--- src/rtl/sdram_cmd_arbiter.sv ---
// sdram_cmd_arbiter: arbitrates SDRAM pins between init, refresh, write and read sequencers
// Refresh has priority in idle but never preempts a running burst; missed intervals raise ref_overrun.
// Define ARB_RR_EN for round-robin write/read arbitration; otherwise write always beats read.
`ifndef ASIZE
`define ASIZE 13
`endif
`ifndef BSIZE
`define BSIZE 2
`endif
module sdram_cmd_arbiter #(
    parameter int REF_PERIOD = 781
) (
    input  logic              Clk,
    input  logic              Rst,
    input  logic              init_done,
    input  logic              wr_req,
    input  logic              rd_req,
    output logic              write_en,
    output logic              read_en,
    output logic              ref_en,
    input  logic              Wdata_done,
    input  logic              Rdata_done,
    input  logic              Ref_done,
    input  logic [3:0]        init_cmd,
    input  logic [3:0]        ref_cmd,
    input  logic [3:0]        wr_cmd,
    input  logic [3:0]        rd_cmd,
    input  logic [`ASIZE-1:0] init_sa,
    input  logic [`ASIZE-1:0] ref_sa,
    input  logic [`ASIZE-1:0] wr_sa,
    input  logic [`ASIZE-1:0] rd_sa,
    input  logic [`BSIZE-1:0] init_ba,
    input  logic [`BSIZE-1:0] ref_ba,
    input  logic [`BSIZE-1:0] wr_ba,
    input  logic [`BSIZE-1:0] rd_ba,
    output logic              Cs_n,
    output logic              Ras_n,
    output logic              Cas_n,
    output logic              We_n,
    output logic [`ASIZE-1:0] Sa,
    output logic [`BSIZE-1:0] Ba,
    output logic              ref_overrun
);
    typedef enum logic [2:0] {S_INIT, S_IDLE, S_AREF, S_WRITE, S_READ} state_t;
    localparam logic [15:0] LAST = 16'(REF_PERIOD - 1);
    state_t      r_state, w_next;
    logic [15:0] r_cnt;
    logic        r_seen, r_pending, r_overrun;
    logic        w_expire, w_run, w_pick_wr, w_pick_rd, w_enter_aref;
    logic [3:0]  w_cmd;
    assign w_run        = r_seen | init_done;
    assign w_expire     = (r_cnt == LAST);
    assign w_enter_aref = (r_state == S_IDLE) && r_pending;
`ifdef ARB_RR_EN
    logic r_last_wr;
    assign w_pick_wr = wr_req & (~rd_req | ~r_last_wr);
`else
    assign w_pick_wr = wr_req;
`endif
    assign w_pick_rd = rd_req & ~w_pick_wr;
    // next state: refresh first in idle, each operation runs until its own done pulse
    always_comb begin
        w_next = r_state;
        case (r_state)
            S_INIT:  w_next = init_done ? S_IDLE : S_INIT;
            S_IDLE:  w_next = r_pending ? S_AREF : w_pick_wr ? S_WRITE : w_pick_rd ? S_READ : S_IDLE;
            S_AREF:  w_next = Ref_done ? S_IDLE : S_AREF;
            S_WRITE: w_next = Wdata_done ? S_IDLE : S_WRITE;
            S_READ:  w_next = Rdata_done ? S_IDLE : S_READ;
            default: w_next = S_INIT;
        endcase
    end
    // state register
    always_ff @(posedge Clk) begin
        if (Rst) r_state <= S_INIT;
        else     r_state <= w_next;
    end
    // refresh interval counter, pending request and sticky overrun flag
    always_ff @(posedge Clk) begin
        if (Rst) begin
            r_cnt     <= '0;
            r_seen    <= 1'b0;
            r_pending <= 1'b0;
            r_overrun <= 1'b0;
        end else begin
            r_seen    <= w_run;
            if (w_run) r_cnt <= w_expire ? '0 : r_cnt + 16'd1;
            r_pending <= w_expire | (r_pending & ~w_enter_aref);
            r_overrun <= r_overrun | (w_expire & r_pending);
        end
    end
`ifdef ARB_RR_EN
    // remember which requester won last so a tie goes to the other one
    always_ff @(posedge Clk) begin
        if (Rst)                                         r_last_wr <= 1'b0;
        else if (r_state == S_IDLE && w_next == S_WRITE) r_last_wr <= 1'b1;
        else if (r_state == S_IDLE && w_next == S_READ)  r_last_wr <= 1'b0;
    end
`endif
    assign ref_en      = (r_state == S_AREF);
    assign write_en    = (r_state == S_WRITE);
    assign read_en     = (r_state == S_READ);
    assign ref_overrun = r_overrun;
    // pin mux follows the state register; idle drives NOP
    always_comb begin
        w_cmd = 4'b0111;
        Sa    = '0;
        Ba    = '0;
        case (r_state)
            S_INIT:  begin w_cmd = init_cmd; Sa = init_sa; Ba = init_ba; end
            S_AREF:  begin w_cmd = ref_cmd;  Sa = ref_sa;  Ba = ref_ba;  end
            S_WRITE: begin w_cmd = wr_cmd;   Sa = wr_sa;   Ba = wr_ba;   end
            S_READ:  begin w_cmd = rd_cmd;   Sa = rd_sa;   Ba = rd_ba;   end
            default: ;
        endcase
    end
    assign {Cs_n, Ras_n, Cas_n, We_n} = w_cmd;
endmodule

--- config.mk ---
export PLATFORM = sky130hd
export DESIGN_NAME = sdram_cmd_arbiter
export DESIGN_NICKNAME = d
export VERILOG_FILES = /design/src/rtl/sdram_cmd_arbiter.sv
export SDC_FILE = /design/constraint.sdc
export NUM_CORES = 1
export LEC_CHECK = 0
export CAP_MARGIN = 20
export CORE_MARGIN = 2
export CORE_UTILIZATION = 38
export DETAILED_ROUTE_END_ITERATION = 6
export GPL_ROUTABILITY_DRIVEN = 0
export GPL_TIMING_DRIVEN = 0
export MAX_ROUTING_LAYER = met4
export PLACE_DENSITY = 0.86
export RECOVER_POWER = 25
export SKIP_CTS_REPAIR_TIMING = 1
export SYNTH_ARGS = -nofsm -noshare
export SYNTH_HDL_FRONTEND = slang
export SYNTH_SLANG_ARGS = --single-unit
--- constraint.sdc ---
create_clock -name Clk -period 4 [get_ports Clk]
set_clock_uncertainty 0.2 [all_clocks]
set_input_delay 0.8 -clock Clk [delete_from_list [all_inputs] [get_ports Clk]]
set_output_delay 0.8 -clock Clk [all_outputs]
set_load 0.01 [all_outputs]
# Word-level counts from Yosys, hierarchy flattened
# Index checks and enable logic that the tools add are counted.
classes:
  add_sub_neg: 1
  eq_ne: 5
  muxes: 12
  bitwise: 8
  n_reduce_logical: 2
ops:
  columns: ["op", "n"]
  rows:
  - ["13-bit case mux with 4 select lines", 1]
  - ["16-bit by 1-bit adder with 16-bit output (second input constant)", 1]
  - ["16-bit by 10-bit == test with 1-bit output (second input constant)", 1]
  - ["16-bit 2-to-1 mux", 1]
  - ["4-bit case mux with 4 select lines", 1]
  - ["3-bit case mux with 5 select lines", 1]
  - ["3-bit 2-to-1 mux", 4]
  - ["2-bit case mux with 4 select lines", 1]
  - ["3-bit by 2-bit == test with 1-bit output (second input constant)", 2]
  - ["2-bit 2-to-1 mux", 2]
  - ["1-bit AND", 3]
  - ["3-bit by 1-bit == test with 1-bit output (second input constant)", 1]
  - ["3-bit == test (second input constant)", 1]
  - ["3-bit zero test", 1]
  - ["1-bit OR", 3]
  - ["1-bit inverter", 2]
  - ["1-bit logical AND", 1]
  - ["1-bit 2-to-1 mux", 1]
totals:
  regBits: 22
  in_bits: 84

# Depth between registers and ports, before layout
logic_depth:
  word_depth: 6
  depth_mapped: 7
  ltp_nobuf: 6

# Worst setup path before layout
# Ideal clock, no wire load.
synth_path:
  path_type: "in2out"
  startpoint: "input ref_cmd[2]"
  endpoint: "output Ras_n"
  arrival_time_ns: 1.437
  required_ns: 3.000
  path_slack_ns: 1.563
  stages: 3
  n_path_buf: 0
  cell_sequence: "mux2_2 o22a_1 o22a_1"
synth_between:
  elab_chain_cells: 1
synth_lines:
  columns: ["item", "line_no", "text"]
  rows:
  - ["start, declared", "25", "input logic [3:0] ref_cmd,"]
  - ["4-bit case mux with 4 select lines", "109", "case (r_state)"]
  - ["end, declared", "37", "output logic Ras_n,"]
# No other way between the ends.

# Worst setup path in the final report
layout_path:
  startpoint: "register r_state[1]"
  endpoint: "output Sa[3]"
layout_between:
  elab_chain_cells: 2
layout_lines:
  columns: ["item", "line_no", "text"]
  rows:
  - ["start, declared", "46", "state_t r_state, w_next;"]
  - ["start signal, assigned", "76", "else r_state <= w_next;"]
  - ["3-bit == test, or another cell as far along", "109", null]
  - ["13-bit case mux with 4 select lines (*)", "109", null]
  - ["end, declared", "40", "output logic [`ASIZE-1:0] Sa,"]
# Every way passes the cells marked *; elsewhere a longest branch is shown, timed or not.

==> out/metrics.cfg <==
[status]
outcome = complete, no violations

[placement]
hpwl_mm = 4.39
port_buffers = 106

[worst_hold_path]
hold_depth = 2
min_from = r_cnt[15]
hold_path.class = reg2reg
hold_path_end = r_cnt[15]

[layout]
final_cell_mix = 103 x clkdlybuf4s50_1, 22 x nor2_1, 22 x dfxtp_1, 16 x a22o_1, 16 x a221o_1
antenna_cells = 0
num-fill-cells = 336
syn2layout_area_growth_pct = 75.5
multi_input_area_um2 = 1010
sequential_cell_area_um2 = 440
fin_nets = 376
layout-drive-gt1-share_pct = 7.29
final_common_cell = clkdlybuf4s50_1

[floorplan]
die_w_um = 67.6
pin_count = 107
core_area_um2 = 3940
dieArea_um2 = 4570
num_rows = 23
die_h_um = 67.6
start_util_pct = 39.0

[route]
dr.pass1.iters = 4
drtAntennaViolNets = 0
dr_total_vias = 1834
drt_iter0_markers = 55
viasPerCell = 5.43
drcViolationCount = 0
wl_per_cell_um = 16.1
wl_mm = 5.46

[logic_synthesis]
synth_top_area_share_pct = 28.6
avgSynthCellArea_um2 = 8.59
seq_area_frac_synth_pct = 28.6
synth_top_family_by_area = compound AO/OA/AOI/OAI gates
syn_area_um2 = 1540
ys_ff_latch = 22
synth_xor_area_share_pct = 7.40
synth_mux_area_share_pct = 2.03
syn_inst = 179
synth_fa_ha_area_share_pct = 1.63
synthTopCellsByArea = dfxtp_1 29%, a221o_1 10%, a22o_1 9.1%
synth_warnings = 0
syn_nets = 265
ys_types = 41
yosys.area.top_type = dfxtp_1
synthSimpleGateAreaFrac_pct = 23.6
synth_compound_area_share_pct = 31.4

[critical_path]
crit_path_end_kind = primary output
cp-start-kind = flop
worstSetupPathType = reg2out
worstPathMaxFanout = 10
rr_endpoint = r_cnt[12]
critPathRequiredTime_ps = 3000
reg2regPathDepth = 7
arrival_ps = 2380
r2r-start = r_cnt[0]
ff2ff_setup_slack_ps = 1790

[power_and_ir_drop]
power.density_nw_per_um2 = 243
p_switching_uw = 179
combinationalPowerShare_pct = 43.7
totalPowerFinal_uw = 655
p_sw_share_pct = 27.3
ir_worst_vdd_mv = 0.242
pwr-share-clk_pct = 20.9
p_leak_uw = 0.00102
p_int_uw = 476
seqPwrFrac_pct = 35.4

[timing]
hold_viol_final = 0
timing.fmax_mhz = 296
rsz0062_at_grt = false
slew_headroom_pct = 49.8
final.setup.tns_ps = 0
setup_viol = 0
layout_min_cycle_time_ps = 3380
worstMarginPinSlew_ps = 747
period_share_pct = 84.4
slew_violations = 0
fin_hold_ws_ps = 292

[global_routing]
grt_pass1_wl_mm = 7.82
antenna_found_initial = 0
grt_usage_pct = 23.0
overflow = 0
grt_pass1_vias = 1690
grt_max_degree = 12

[clock_network]
cts_max_path_buffers = 2
cts_tree = built
cts.clk_slew.worst_paths_ps = 70
insertion_delay_ps = 260
cts_buffers = 3
clock_sinks = 22
htree_levels = 1
cts_root_buffer = clkbuf_8

[job]
max-cap-violations = 0

==> metrics by stage <==
stage | instances | area, um2 | setup WS (ps) | utilization (%)
2_1_floorplan | 179 | 1540 | 1560 | -
3_3_place_gp | 335 | 2660 | 699 | 67.5
3_5_place_dp | 335 | 2660 | 690 | 67.5
4_1_cts | 338 | 2700 | 613 | 68.5
5_1_grt | 338 | 2700 | 448 | 68.5
6_report | 338 | 2700 | 624 | 68.5
==> worst max-delay path by stage <==
stage,startpoint,to,slack [ps],cells past startpoint
2_1_floorplan,ref_cmd[2],Ras_n,1560,3
3_3_place_gp,ref_cmd[2],Ras_n,700,5
3_5_place_dp,ref_cmd[2],Ras_n,690,5
4_1_cts,r_state[1],Sa[3],610,5
5_1_grt,r_state[1],Sa[2],450,5
6_report,r_state[1],Sa[3],620,5
==> cell families (layout without fill, tap and decap cells) <==
kind of cell               after synthesis  in the layout
xor gates and xnor gates                13             13
buffers and inverters                   18            127
and+or+nand+nor                         66             66
adders and majority gates                2              2
DFF                                     22             22
AOI/OAI and AO/OA                       55             55
muxes                                    3              3
==> Yosys cell counts, drive strengths merged <==
cell	number
nand3	4
nand2	9
o2111ai	1
or3	1
o21ba	1
xor2	5
o21a	2
o22a	4
and3b	1
dfxtp	22
or4b	1
nor4b	1
and4	2
buf	11
and3	2
o2111a	1
mux2i	2
o21ai	3
a21oi	7
o21bai	1
mux2	1
nand4	6
nor4	4
ha	2
o22ai	1
nor3b	2
nor2b	3
o41ai	1
and2	1
nand3b	1
nor3	6
nor2	22
o31a	1
inv	7
a22o	16
xnor2	8
a221o	16
==> layout make-up <==
cell class,count,share of cell area [%]
Buffer,11,2.04
Sequential cell,22,16.3
Inverter,7,0.974
Clock buffer,3,1.53
Multi-Input combinational cell,139,37.5
Tap cell,50,2.32
Timing Repair Buffer,106,39.3
==> power by group through the flow <==
stage	Sequential [uW]	Clock (uW)	Combinational, uW
floorplan	236	0	121
global placement	237	0	283
detailed placement	237	0	287
CTS	232	140	288
global route	233	143	308
finish	232	137	286
==> flip-flops by register name (all words and copies together) (netlist names) <==
name         flops
r_cnt           16
r_state          3
r_seen           1
ref_overrun      1
r_pending        1
==> metal layers <==
metal  vias up  share of wire (%)  GRT usage, %
met4         0                2.0          8.16
met1       840                 41          28.0
met2        72                 47          36.6
met5         -                  0             -
met3        13                9.5          5.83
li1        909                  -             -
==> worst max-delay path: stages, from the launching register on <==
cell,delay [ps]
dfxtp_1,330
nor3_1,620
buf_2,350
a22o_1,170
a221o_1,120
clkdlybuf4s50_1,540
Power figures use the tool's default switching activity.
